==> config.mk <==
export PLATFORM = sky130hd
export DESIGN_NAME = apb_m_ctrl
export DESIGN_NICKNAME = d
export VERILOG_FILES = /design/src/rtl/apb_m_ctrl.sv
export SDC_FILE = /design/constraint.sdc
export NUM_CORES = 1
export LEC_CHECK = 0
export CAP_MARGIN = 10
export CORE_MARGIN = 10
export CORE_UTILIZATION = 39
export DETAILED_ROUTE_END_ITERATION = 8
export PLACE_DENSITY = 0.9
export REMOVE_ABC_BUFFERS = 1
export SLEW_MARGIN = 25
export SYNTH_ARGS = -nofsm -noshare
export SYNTH_HDL_FRONTEND = slang
export SYNTH_SLANG_ARGS = --single-unit
==> constraint.sdc <==
create_clock -name pclk -period 1.57 [get_ports pclk]
set_input_delay 0.2355 -clock pclk [delete_from_list [all_inputs] [get_ports pclk]]
set_output_delay 0.2355 -clock pclk [all_outputs]
set_load 0.1 [all_outputs]
==> src/rtl/apb_m_ctrl.sv <==
// APB3 master: turns a valid/ready command stream into SETUP/ACCESS transfers, one response each.
// Optional wait-state timeout abort is built only when APB_M_TIMEOUT_EN is defined.
module apb_m_ctrl #(
  parameter int unsigned ADDR_W      = 4,
  parameter int unsigned DATA_W      = 8,
  parameter int unsigned TIMEOUT_CYC = 16
) (
  input  logic              pclk,
  input  logic              presetn,
  input  logic              cmd_valid,
  output logic              cmd_ready,
  input  logic              cmd_write,
  input  logic [ADDR_W-1:0] cmd_addr,
  input  logic [DATA_W-1:0] cmd_wdata,
  output logic              rsp_valid,
  output logic [DATA_W-1:0] rsp_rdata,
  output logic              rsp_err,
  output logic              rsp_tout,
  output logic [ADDR_W-1:0] paddr,
  output logic              psel,
  output logic              penable,
  output logic              pwrite,
  output logic [DATA_W-1:0] pwdata,
  input  logic [DATA_W-1:0] prdata,
  input  logic              pready,
  input  logic              pslverr
);

  typedef enum logic [1:0] {StIdle, StSetup, StAccess} state_e;

  state_e              state_q, state_d;
  logic [ADDR_W-1:0]   paddr_q, paddr_d;
  logic                psel_q, psel_d;
  logic                penable_q, penable_d;
  logic                pwrite_q, pwrite_d;
  logic [DATA_W-1:0]   pwdata_q, pwdata_d;
  logic                rsp_valid_q, rsp_valid_d;
  logic [DATA_W-1:0]   rsp_rdata_q, rsp_rdata_d;
  logic                rsp_err_q, rsp_err_d;

`ifdef APB_M_TIMEOUT_EN
  localparam int unsigned CntW = $clog2(TIMEOUT_CYC + 1);
  logic [CntW-1:0] wait_cnt_q, wait_cnt_d;
  logic            rsp_tout_q, rsp_tout_d;
`endif

  always_comb begin
    state_d     = state_q;
    paddr_d     = paddr_q;
    psel_d      = psel_q;
    penable_d   = penable_q;
    pwrite_d    = pwrite_q;
    pwdata_d    = pwdata_q;
    rsp_valid_d = 1'b0;
    rsp_rdata_d = rsp_rdata_q;
    rsp_err_d   = rsp_err_q;
`ifdef APB_M_TIMEOUT_EN
    wait_cnt_d  = wait_cnt_q;
    rsp_tout_d  = rsp_tout_q;
`endif
    case (state_q)
      StIdle: begin
        if (cmd_valid) begin
          state_d   = StSetup;
          paddr_d   = cmd_addr;
          pwrite_d  = cmd_write;
          pwdata_d  = cmd_wdata;
          psel_d    = 1'b1;
          penable_d = 1'b0;
        end
      end
      StSetup: begin
        state_d   = StAccess;
        penable_d = 1'b1;
`ifdef APB_M_TIMEOUT_EN
        wait_cnt_d = '0;
`endif
      end
      StAccess: begin
        if (pready) begin
          state_d     = StIdle;
          psel_d      = 1'b0;
          penable_d   = 1'b0;
          rsp_valid_d = 1'b1;
          rsp_rdata_d = pwrite_q ? '0 : prdata;
          rsp_err_d   = pslverr;
`ifdef APB_M_TIMEOUT_EN
          rsp_tout_d  = 1'b0;
        end else if (wait_cnt_q == CntW'(TIMEOUT_CYC)) begin
          // Slave stalled too long: abort without data.
          state_d     = StIdle;
          psel_d      = 1'b0;
          penable_d   = 1'b0;
          rsp_valid_d = 1'b1;
          rsp_rdata_d = '0;
          rsp_err_d   = 1'b1;
          rsp_tout_d  = 1'b1;
        end else begin
          wait_cnt_d = wait_cnt_q + 1'b1;
`endif
        end
      end
      default: begin
        state_d   = StIdle;
        psel_d    = 1'b0;
        penable_d = 1'b0;
      end
    endcase
  end

  always_ff @(posedge pclk or negedge presetn) begin
    if (!presetn) begin
      state_q     <= StIdle;
      paddr_q     <= '0;
      psel_q      <= 1'b0;
      penable_q   <= 1'b0;
      pwrite_q    <= 1'b0;
      pwdata_q    <= '0;
      rsp_valid_q <= 1'b0;
      rsp_rdata_q <= '0;
      rsp_err_q   <= 1'b0;
`ifdef APB_M_TIMEOUT_EN
      wait_cnt_q  <= '0;
      rsp_tout_q  <= 1'b0;
`endif
    end else begin
      state_q     <= state_d;
      paddr_q     <= paddr_d;
      psel_q      <= psel_d;
      penable_q   <= penable_d;
      pwrite_q    <= pwrite_d;
      pwdata_q    <= pwdata_d;
      rsp_valid_q <= rsp_valid_d;
      rsp_rdata_q <= rsp_rdata_d;
      rsp_err_q   <= rsp_err_d;
`ifdef APB_M_TIMEOUT_EN
      wait_cnt_q  <= wait_cnt_d;
      rsp_tout_q  <= rsp_tout_d;
`endif
    end
  end

  assign cmd_ready = (state_q == StIdle);
  assign paddr     = paddr_q;
  assign psel      = psel_q;
  assign penable   = penable_q;
  assign pwrite    = pwrite_q;
  assign pwdata    = pwdata_q;
  assign rsp_valid = rsp_valid_q;
  assign rsp_rdata = rsp_rdata_q;
  assign rsp_err   = rsp_err_q;
`ifdef APB_M_TIMEOUT_EN
  assign rsp_tout  = rsp_tout_q;
`else
  assign rsp_tout  = 1'b0;
`endif

endmodule

==> impl_results.md <==
- Outcome: finished clean
- Number of max-cap violations: 0
- RSZ-0062 raised after global routing: no
- Critical Path AT: roughly 1.7 ns
- H-tree depth: 1
- Warnings from Yosys: 0
- Most frequent cells in the layout: 27 x buf_12, 26 x dfrtp_1, 25 x clkdlybuf4s50_1
- Met1 Wirelength: 991 um
- Cells after synthesis: 79
- IO Port Bufs: 51
- Highest Signal Layer: met4
- CTS tree: built
- Non-Filler Instances: between 150 and 200
- Die ar.: roughly 0.0052 mm2
- Initial antenna violation count: 0
- Most common cell after layout, fill and taps aside: buf_12
- Vias in the first global route: 887
- DIE WIDTH: 72.44 um
- Top achievable clock speed: 675.5 MHz
- Skew-Pair Late Insertion Delay: between 0.3 and 0.4 ns
- Clock buffer count from CTS: 3
- Vias per cell: 4.710
- Synth Cell Area: 0.001072 mm2
- Avg WL per Cell: 17.98 um
- Postcts setup bufs: 0
- Area delta synth->final: 78.76%
- Minimum clock period after layout: 1.480 ns
- DP HPWL: 2377 um
- Hold buffer count at cts: 0
- Clock Root Buffer: clkbuf_4
- Filler cells: 177
- Metal3 WL: 284 um
- Gates resized, CTS repair: 0
- Synth cell types: 19
- Sequential element share of the synthesized area: 60.68%
- Share of cells above drive strength 1: a little over a third
- Final hold vios: 0
- WP data required: 1.78 ns
- Worst Skew: 0.01145 ns
- Cell total after placement: about 160
- Total core area: 0.002545 mm2
- Largest net degree at the start of global routing: 27
- DR pass1 iterations: 4
- Clk sinks: 26
- Iteration-0 DRC Markers: 17
- Crit start category: flip-flop
- Net count reported at finish: 159
- Total congestion overflow: 0
- Remaining DRCs: 0
- GPL Wtd Cong: around 0.76
- Mapped Avg Cell Area: 13.57 um2
- Part of the cycle the worst path needs: 94.29%
- DR WL met2: about 1600 um
- Crit Path Max Fanout: 14
- Die Y: 72.44 um
- Min-delay worst type: primary input to asynchronous set/reset pin
- Diodes inserted: 0
- Post-Route WL: approximately 2900 um
- Detail Route Antenna Nets: 0
- I/O pin cnt: 53
- Final setup viols: 0
- Reg2reg setup slack: 0.09 ns
- Tot GR Track Use: 11.94%
- Vias: 763
- Initial core utilization: 42.13%
- FP Rows: 18
- CP Capture Type: flip-flop
- Critical path class: flip-flop to flip-flop
- First-pass GRT wire length: 4878 um
- Clk pin slew, worst setup/hold paths: 0.14 ns
- CTS Buffer Depth: 2
- Reg2reg start: state_q[1]
- Max-slew violations: 0
- Flop and latch count out of synthesis: 26
- Crit. Startpoint: state_q[1]
kinds of logic after synthesis:
group	count (synthesis)	share of synthesized area [%]
AO/OA/AOI/OAI	11	5.952
buffers and inverters	7	5.134
flip-flops	26	60.68
multiplexers	14	17.85
other	1	0.3497
AND/OR/NAND/NOR	20	10.04
through the flow:
step                TNS [ns]  util [%]  worst slack (ns)  hold slack (ns)  cell area, um2
floorplan             -17.05         -            -1.040         -0.06009            1028
global placement           0     73.25           0.08121           0.5056            1864
detailed placement         0     73.25           0.06106           0.5323            1864
CTS                        0     75.32           0.09036           0.2995            1917
global route               0     75.32           0.03185           0.2879            1917
finish                     0     75.32           0.08961           0.2869            1917
state kept, by name (all words and copies together) (netlist names):
signal,flops
pwdata,8
state_q,2
rsp_rdata,8
rsp_valid,1
rsp_err,1
paddr,4
psel,1
pwrite,1
worst paths after layout:
check / end / cells after the start
min in group pclk: rsp_rdata[4] / 3
setup reg to reg: pwdata[2] / 3
hold / removal: rsp_rdata[7] / 2
max in group asynchronous: pwdata[6] / 2
hold reg to reg: psel / 1
setup / recovery: pwdata[2] / 3
routing by layer:
metal	global-route usage (%)	vias up
li1	-	364
met2	20.80	35
met1	11.93	360
met3	5.714	4
met5	0	-
met4	4.852	0
cell usage after synthesis:
cell type	number	area, um2
nand2b_1	8	50.05
a21o_1	1	7.510
buf_12	1	20.02
dfrtp_1	26	650.6
nand3b_1	1	7.510
nor3_1	1	5.000
and2_4	1	8.760
mux2_4	9	135.1
buf_2	1	5.000
buf_6	1	11.26
conb_1	1	3.750
buf_4	1	7.510
nand2_1	8	30.03
o21ai_0	8	40.04
o2bb2ai_1	1	8.760
a22oi_1	1	7.510
mux2_2	5	56.30
nor2_2	1	6.260
inv_1	3	11.26
area by class of cell:
| type | instances | area [um2] | share of cell area (%) |
|---|---|---|---|
| repair buffers | 53 | 798.3 | 41.64 |
| flip-flops and latches | 26 | 650.6 | 33.94 |
| multi-input cells | 46 | 366.6 | 19.13 |
| well taps | 30 | 37.54 | 1.958 |
| clock inverters | 1 | 30.03 | 1.567 |
| clock buffers | 3 | 22.52 | 1.175 |
| inverters | 3 | 11.26 | 0.5875 |
worst max-delay path, stage by stage (launching register included):
cell and delay, ns:
dfrtp_1 0.48, nor2_2 0.19, and2_4 0.33, mux2_2 0.37
Power is not shown: default switching activity piles up to over one toggle a cycle in this logic, so the estimate is an artifact.
